### src/rtl/dmem_dump_reader_pkg.sv
// dmem_dump_reader_pkg: shared FSM state encodings and word stride for the dmemory dump reader.
package dmem_dump_reader_pkg;
  typedef enum logic [2:0] {
    IDLE = 3'd0,
    READ = 3'd1,
    CAPT = 3'd2,
    HOLD = 3'd3,
    FIN  = 3'd4
  } state_t;
  localparam int WORD_STRIDE = 4;
endpackage

### src/rtl/dump_out_stage.sv
// dump_out_stage: holding register for one streamed word plus its index, released by valid/ready handshake.
module dump_out_stage #(
  parameter int IW = 9,
  parameter int DW = 32
) (
  input  logic          clk,
  input  logic          reset_n,
  input  logic          load,
  input  logic [DW-1:0] load_data,
  input  logic [IW-1:0] load_index,
  input  logic          ready,
  output logic          valid,
  output logic [DW-1:0] data,
  output logic [IW-1:0] index,
  output logic          fire
);
  assign fire = valid & ready;
  always_ff @(posedge clk or negedge reset_n)
    if (!reset_n) begin
      valid <= 1'b0;
      data  <= '0;
      index <= '0;
    end else if (load) begin
      valid <= 1'b1;
      data  <= load_data;
      index <= load_index;
    end else if (fire) begin
      valid <= 1'b0;
    end
endmodule

### src/rtl/dmem_dump_reader.sv
// dmem_dump_reader: walks a word-aligned dmemory range and streams each word over valid/ready.
// Optional DUMP_CHECKSUM_EN adds a running 32-bit sum of accepted words on the checksum port.
module dmem_dump_reader
  import dmem_dump_reader_pkg::*;
#(
  parameter int ADDR_WIDTH = 10,
  parameter int DATA_WIDTH = 32
) (
  input  logic                  clk,
  input  logic                  reset_n,
  input  logic                  start,
  input  logic [ADDR_WIDTH-1:0] base_addr,
  input  logic [ADDR_WIDTH-2:0] word_count,
  output logic                  busy,
  output logic                  done,
  output logic                  error,
  output logic                  mem_rd_en,
  output logic [ADDR_WIDTH-1:0] mem_addr,
  input  logic [DATA_WIDTH-1:0] mem_rdata,
  output logic                  out_valid,
  input  logic                  out_ready,
  output logic [DATA_WIDTH-1:0] out_data,
  output logic [ADDR_WIDTH-2:0] out_index
`ifdef DUMP_CHECKSUM_EN
  ,
  output logic [DATA_WIDTH-1:0] checksum
`endif
);
  state_t state, state_nx;
  logic [ADDR_WIDTH-1:0] cur_addr;
  logic [ADDR_WIDTH-2:0] remaining, idx;
  logic fire, bad_base, empty, accept, capt;
  assign bad_base  = base_addr[1:0] != 2'b00;
  assign empty     = word_count == '0;
  assign accept    = state == IDLE && start && !bad_base && !empty;
  assign capt      = state == CAPT;
  assign busy      = state != IDLE;
  assign mem_rd_en = state == READ;
  assign mem_addr  = mem_rd_en ? cur_addr : '0;
  always_ff @(posedge clk or negedge reset_n)
    if (!reset_n) state <= IDLE;
    else state <= state_nx;
  always_comb begin
    state_nx = state;
    case (state)
      IDLE:    state_nx = !start ? IDLE : (bad_base || empty) ? FIN : READ;
      READ:    state_nx = CAPT;
      CAPT:    state_nx = HOLD;
      HOLD:    state_nx = !fire ? HOLD : (remaining == (ADDR_WIDTH-1)'(1)) ? FIN : READ;
      default: state_nx = IDLE;
    endcase
  end
  // done trails FIN by one edge so it lands two edges after an immediate-finish start
  always_ff @(posedge clk or negedge reset_n)
    if (!reset_n) begin
      done      <= 1'b0;
      error     <= 1'b0;
      cur_addr  <= '0;
      remaining <= '0;
      idx       <= '0;
    end else begin
      done <= state == FIN;
      if (state == IDLE && start && bad_base) error <= 1'b1;
      if (accept) begin
        error     <= 1'b0;
        cur_addr  <= base_addr;
        remaining <= word_count;
        idx       <= '0;
      end
      if (fire) begin
        cur_addr  <= cur_addr + ADDR_WIDTH'(WORD_STRIDE);
        remaining <= remaining - 1'b1;
        idx       <= idx + 1'b1;
      end
    end
`ifdef DUMP_CHECKSUM_EN
  always_ff @(posedge clk or negedge reset_n)
    if (!reset_n) checksum <= '0;
    else if (accept) checksum <= '0;
    else if (fire) checksum <= checksum + out_data;
`endif
  dump_out_stage #(.IW(ADDR_WIDTH-1), .DW(DATA_WIDTH)) u_out (
    .clk        (clk),
    .reset_n    (reset_n),
    .load       (capt),
    .load_data  (mem_rdata),
    .load_index (idx),
    .ready      (out_ready),
    .valid      (out_valid),
    .data       (out_data),
    .index      (out_index),
    .fire       (fire)
  );
endmodule

### config.mk
export PLATFORM = sky130hd
export DESIGN_NAME = dmem_dump_reader
export DESIGN_NICKNAME = d
export VERILOG_FILES = /design/src/rtl/dmem_dump_reader_pkg.sv /design/src/rtl/dump_out_stage.sv /design/src/rtl/dmem_dump_reader.sv
export SDC_FILE = /design/constraint.sdc
export NUM_CORES = 1
export LEC_CHECK = 0
export CAP_MARGIN = 40
export CORE_MARGIN = 5
export CORE_UTILIZATION = 35
export CTS_CLUSTER_DIAMETER = 120
export DETAILED_ROUTE_END_ITERATION = 8
export PLACE_DENSITY = 0.65
export RECOVER_POWER = 25
export SYNTH_ARGS = -nofsm -noshare
export SYNTH_HDL_FRONTEND = slang
export SYNTH_HIERARCHICAL = 1
export SYNTH_SLANG_ARGS = --single-unit
### constraint.sdc
create_clock -name clk -period 1.75 [get_ports clk]
set_clock_uncertainty 0.1 [all_clocks]
set_input_delay 0.35 -clock clk [delete_from_list [all_inputs] [get_ports clk]]
set_output_delay 0.35 -clock clk [all_outputs]
set_load 0.05 [all_outputs]
==> results.tsv <==
stage	metric	value	unit
outcome	status	finished, violations left	
outcome	failing checks	negative setup slack	
clock_tree	Clock Pin Slew Worst Setup and Hold Paths	80	ps
grt	GRT Overall Usage	0.148	
worst_setup_path	CP Max Fanout	6	
detailed_routing	DR vias/cell	4.85	
logic_synthesis	Area contributors post-synth	dfrtp_1 (51%), mux2_4 (16%), o21ai_0 (2.5%)	
sta	RSZ-0062 raised after global routing	yes	
detailed_routing	1st-iter DRT viols	117	
die	Die ar.	0.0126	mm2
grt	largest net degree at the start of global routing	37	
logic_synthesis	ys async rst share	1.00	
die	Die Width	112	um
die	Initial Utilization	0.356	
worst_setup_path	Req. time, crit path	1300	ps
power	Pwr per Cell Area	1640	mW/mm2
die	# IOs	111	
detailed_routing	Post-DRT Antenna Nets	0	
placed_design	PortBufs	110	
logic_synthesis	cell taking the most area after synthesis	dfrtp_1	
worst_setup_path	critical path class	flop to primary output	
sta	slew margin rel.	0.610	
clock_tree	number of buffers on the longest clock path	2	
detailed_routing	drt first pass iters	4	
grt	initial antenna violation count	0	
logic_synthesis	post-synthesis cell count	288	
detailed_routing	# DRC	0	
worst_hold_path	worst hold path class	input pin to flop	
layout	fin util	0.559	
clock_tree	H-tree level count	3	
logic_synthesis	syn_area_per_cell	12.7	um2
power	combinational share of power	0.542	
logic_synthesis	register bit total from synthesis	75	
placed_design	post-detail-place hpwl	6.60	mm
layout	commonest non-fill, non-tap cells in the layout	buf_4 (74), dfrtp_1 (73), clkdlybuf4s50_1 (52), mux2_4 (41), buf_12 (14)	
worst_setup_path	Worst Setup SP	state[1]	
worst_setup_path	CP endpoint kind	primary output	
worst_setup_path	reg2reg path depth	6	
power	Tot Pwr	0.00939	W
clock_tree	Skew-Pair Late Insertion Delay	340	ps
logic_synthesis	syn_nets	347	
layout	ratio of cells with drive above 1 in the final layout	0.449	
sta	final setup fails	79	
clock_tree	clock sink total	75	
logic_synthesis	mapped cell area	0.00365	mm2
sta	measured slew at the worst slew-check pin	585	ps
detailed_routing	via count	2842	
power	sw frac	0.427	
sta	period utilization	1.19	
sta	Peak Freq	0.481	GHz
power	Switch Pwr	0.00401	W
power	cell internal pwr	0.00538	W
grt	grt total ovfl	0	
worst_setup_path	Reg-to-Reg Start	state[1]	
placed_design	global placement routability congestion	0.849	
flow_run	maxcap violations	0	
power	static leakage	2.54	nW
die	row cnt	37	
layout	commonest non-fill, non-tap cell in the layout	buf_4	
logic_synthesis	unique cell type count in the Yosys netlist	53	
grt	vias in the first global route	2943	
worst_setup_path	Worst Setup EP	mem_addr[2]	
worst_setup_path	critical path launch point type	flop	
detailed_routing	WL/cell	16.7	um
power	clock network power share	0.140	
clock_tree	Inserted Clock Buffers	9	
logic_synthesis	Post-synth EDFFs	0	
logic_synthesis	sequential share of the synthesized area	0.515	
logic_synthesis	Synth top area share	0.515	
layout	Syn-to-layout area delta	56.8	%
layout	NumNets Final	504	
sta	max-slew violations	0	
logic_synthesis	dominant synthesized flop cell	dfrtp_1	
worst_setup_path	CP arrival	1630	ps
detailed_routing	WL final	9.79	mm
die	core area	0.0102	mm2
sta	Final Critical Period	2080	ps
layout	antenna cells	0	
worst_setup_path	R2R Setup Slk	-190	ps
sta	Worst Slack Setup Final	-329	ps
logic_synthesis	Ys Warns	6	
power	sequential share of power	0.318	
power	maximum vdd ir drop	851	uV
grt	global-route wire length before repair	15.2	mm
worst_setup_path	worst r2r dst	cur_addr[8]	
clock_tree	TritonCTS clock tree	built	
die	die height	112	um
clock_tree	Root Driver	clkbuf_8	
sta	Hold Violations, Final	0	
==> worst min-delay path by stage <==
stage | from | end | slack (ps) | cells past startpoint
after detailed placement | reset_n | u_out/data[6] | 170 | 1
after CTS | reset_n | u_out/data[6] | 340 | 2
final | word_count[8] | remaining[8] | 390 | 4
after global placement | reset_n | u_out/data[6] | 160 | 1
after global routing | word_count[8] | remaining[8] | 400 | 4
after floorplan | reset_n | cur_addr[0] | -50 | 0
==> power groups by stage <==
stage / registers (W) / logic, W / clock network, W
2_1_floorplan: 0.00445 / 0.00181 / 0
3_3_place_gp: 0.00298 / 0.00472 / 0
3_5_place_dp: 0.00301 / 0.00475 / 0
4_1_cts: 0.00299 / 0.00492 / 0.00135
5_1_grt: 0.00311 / 0.00534 / 0.00144
6_report: 0.00299 / 0.00509 / 0.00131
==> synthesized netlist by cell type, types with 4 or more instances <==
master,number
xnor2_1,6
and2_1,12
ha_1,4
xor2_1,4
nand3_1,8
a31oi_1,6
buf_2,4
a22oi_1,6
dfrtp_1,75
buf_12,4
nor3_1,5
o21ai_0,18
nor2_1,12
a21oi_1,8
nand2_1,12
inv_1,4
mux2_2,5
o311ai_0,4
clkbuf_1,7
mux2_4,39
==> logic make-up (layout without fill, tap and decap cells) <==
kind of cell	Yosys count	in the layout	share of synthesized area
AND/OR/NAND/NOR	75	75	0.120
flip-flops	75	75	0.515
adder cells (fa/ha/maj)	4	4	0.0137
multiplexers	45	45	0.179
buffers and inverters	21	183	0.0449
AO/OA/AOI/OAI	58	58	0.104
XOR/XNOR	10	10	0.0240
==> timing repair <==
item | 4_1_cts | 5_1_grt
hold buffers | 1 | 0
buffers inserted | 6 | 4
gates cloned | 1 | 5
endpoints found under the setup margin | 37 | 84
pin swaps | 8 | 6
gates resized for setup | 40 | 17
endpoints found under the hold margin | 21 | 0
==> routing by layer <==
| layer | wire [um] | vias up | GRT usage |
|---|---|---|---|
| met5 | 0 | - | 0 |
| met4 | 147 | 0 | 0.0473 |
| met3 | 497 | 12 | 0.0404 |
| met2 | 4640 | 79 | 0.232 |
| met1 | 4510 | 1382 | 0.201 |
| li1 | - | 1369 | - |
==> registers in the layout, indices dropped and copies added, names as in the netlist <==
| signal | cells |
|---|---|
| state | 3 |
| u_out/index | 9 |
| done | 1 |
| u_out/valid | 1 |
| idx | 9 |
| remaining | 9 |
| error | 1 |
| u_out/data | 32 |
| cur_addr | 10 |
==> cell type report <==
cell class / instances / area (um2)
clock buffer: 11 / 141
clock inverter: 5 / 52.6
fill: 850 / 4510
inverter: 4 / 15.0
multi-input combinational: 192 / 1790
sequential: 75 / 1880
tap: 136 / 170
timing repair buffer: 163 / 1680
==> worst max-delay path, cell delays in order (launching register included) <==
cell     delay [ps]
dfrtp_1         430
buf_6           140
nor3b_4         250
buf_6           180
and2_4          160
buf_12          130
==> through the flow <==
stage / instance area [um2] / instances / setup TNS [ps] / hold slack (ps) / setup WS (ps)
after floorplan: 3690 / 288 / -111 / -45.6 / -35.1
after global placement: 5130 / 553 / -9610 / 164 / -366
after detailed placement: 5130 / 553 / -10690 / 170 / -423
after CTS: 5510 / 577 / -6520 / 340 / -333
after global routing: 5720 / 586 / -13350 / 401 / -404
final: 5720 / 586 / -7850 / 391 / -329
Power figures use the tool's default switching activity.
==> edit: new RTL, config.mk and constraints unchanged <==
Encoding of `state_t`: now one-hot (5 bits for 5 states).
--- a/src/rtl/dmem_dump_reader_pkg.sv
+++ b/src/rtl/dmem_dump_reader_pkg.sv
@@ -1,10 +1,10 @@
 // dmem_dump_reader_pkg: shared FSM state encodings and word stride for the dmemory dump reader.
 package dmem_dump_reader_pkg;
-  typedef enum logic [2:0] {
-    IDLE = 3'd0,
-    READ = 3'd1,
-    CAPT = 3'd2,
-    HOLD = 3'd3,
-    FIN  = 3'd4
+  typedef enum logic [4:0] {
+    IDLE = 5'b00001,
+    READ = 5'b00010,
+    CAPT = 5'b00100,
+    HOLD = 5'b01000,
+    FIN  = 5'b10000
   } state_t;
   localparam int WORD_STRIDE = 4;
Check against the original RTL: same outputs for any inputs over 10 cycles, from zero or initial values and one cycle with reset_n low; not proved beyond that.
==> edit against the original RTL <==
  * The flow still finishes with violations (setup timing)
  * Cell count rose by 6.8%
  * Sequential cell count rose by 2
  * Synthesized area rose by 5.2%
  * Cell area rose by 9.2%
  * Setup slack got worse by 160 ps
  * Routed wire length rose by 4.7%
  * Critical path type unchanged
Power is not compared: it rests on default switching activity, and its combinational part moved more than twofold at a synthesized area within 25%.
==> edit: results <==
export IMPL_grt_pass1_wl_mm=16.3
export IMPL_num_clock_buffers=10
export IMPL_violations="setup timing"
export IMPL_place_gp_congestion=0.795
export IMPL_whs_ps=349
export IMPL_yosysUniqueCellTypes=56
export IMPL_grtUsageTotal_pct=15.5
export IMPL_multi_input_gates=213
export IMPL_outcome="finished with violations"
export IMPL_cp_top_family="simple AND/OR/NAND/NOR gates"
export IMPL_fillCellCount=847
export IMPL_fin_tns_setup_ps=-9350
export IMPL_finish_instance_area_mm2=0.00625
export IMPL_cts_resized_gates=41
export IMPL_post_cts_setup_buffer_count=9
export IMPL_slew_headroom_pct=58.1
export IMPL_place_area_mm2=0.00551
export IMPL_grt_max_degree=38
export IMPL_place_hpwl_mm=7.14
export IMPL_cp_max_fo=11
export IMPL_dr_total_vias=3146
export IMPL_multi_input_area_share_pct=33.1
export IMPL_dp_cells=590
export IMPL_fmax_mhz=446
export IMPL_synthXorXnorAreaFrac_pct=2.51
export IMPL_clock_area_share_pct=3.32
export IMPL_seq_cell_count=77
export IMPL_fin_ws_ps=-493
export IMPL_worstPathArrival_ps=1790
export IMPL_grt_pass1_vias=3303
export IMPL_synth_area_per_cell_um2=12.2
export IMPL_setup_violations=69
export IMPL_buffers=175
export IMPL_inverters=5
export IMPL_synthAdderAreaFrac_pct=1.30
export IMPL_yosysSeqAreaShare_pct=50.3
export IMPL_drtIter0Drc=137
export IMPL_via_per_inst=5.03
export IMPL_buf_share_pct=29.6
export IMPL_muxShareOfSynthArea_pct=16.1
edit: cell count changes in the layout (fill, tap and decap cells not counted), moves of 6 or more:
cell,before,now
a21oi_1,8,1
a22oi_2,0,6
buf_12,14,22
buf_4,74,81
clkdlybuf4s50_1,52,45
o21ai_2,0,10
edit: path summary, 6_finish.rpt:
| check | startpoint | endpoint | slack (ps) | cells after the start |
|---|---|---|---|---|
| worst min-delay path | word_count[7] | remaining[7] | 350 | 3 |
| worst max register to register | state[3] | u_out/data[0] | -100 | 7 |
| worst max-delay path | state[3] | mem_addr[2] | -490 | 5 |
| max in group asynchronous | reset_n | state[0] | 170 | 3 |
| min in group asynchronous | reset_n | cur_addr[8] | 440 | 2 |
| worst min register to register | u_out/valid | u_out/valid | 410 | 1 |
edit: layer usage:
layer | track usage [%] | up-vias | wire length, um
met5 | 0 | - | 0
met1 | 20.8 | 1535 | 4650
li1 | - | 1482 | -
met4 | 4.15 | 0 | 104
met2 | 25.5 | 119 | 4810
met3 | 3.44 | 10 | 684
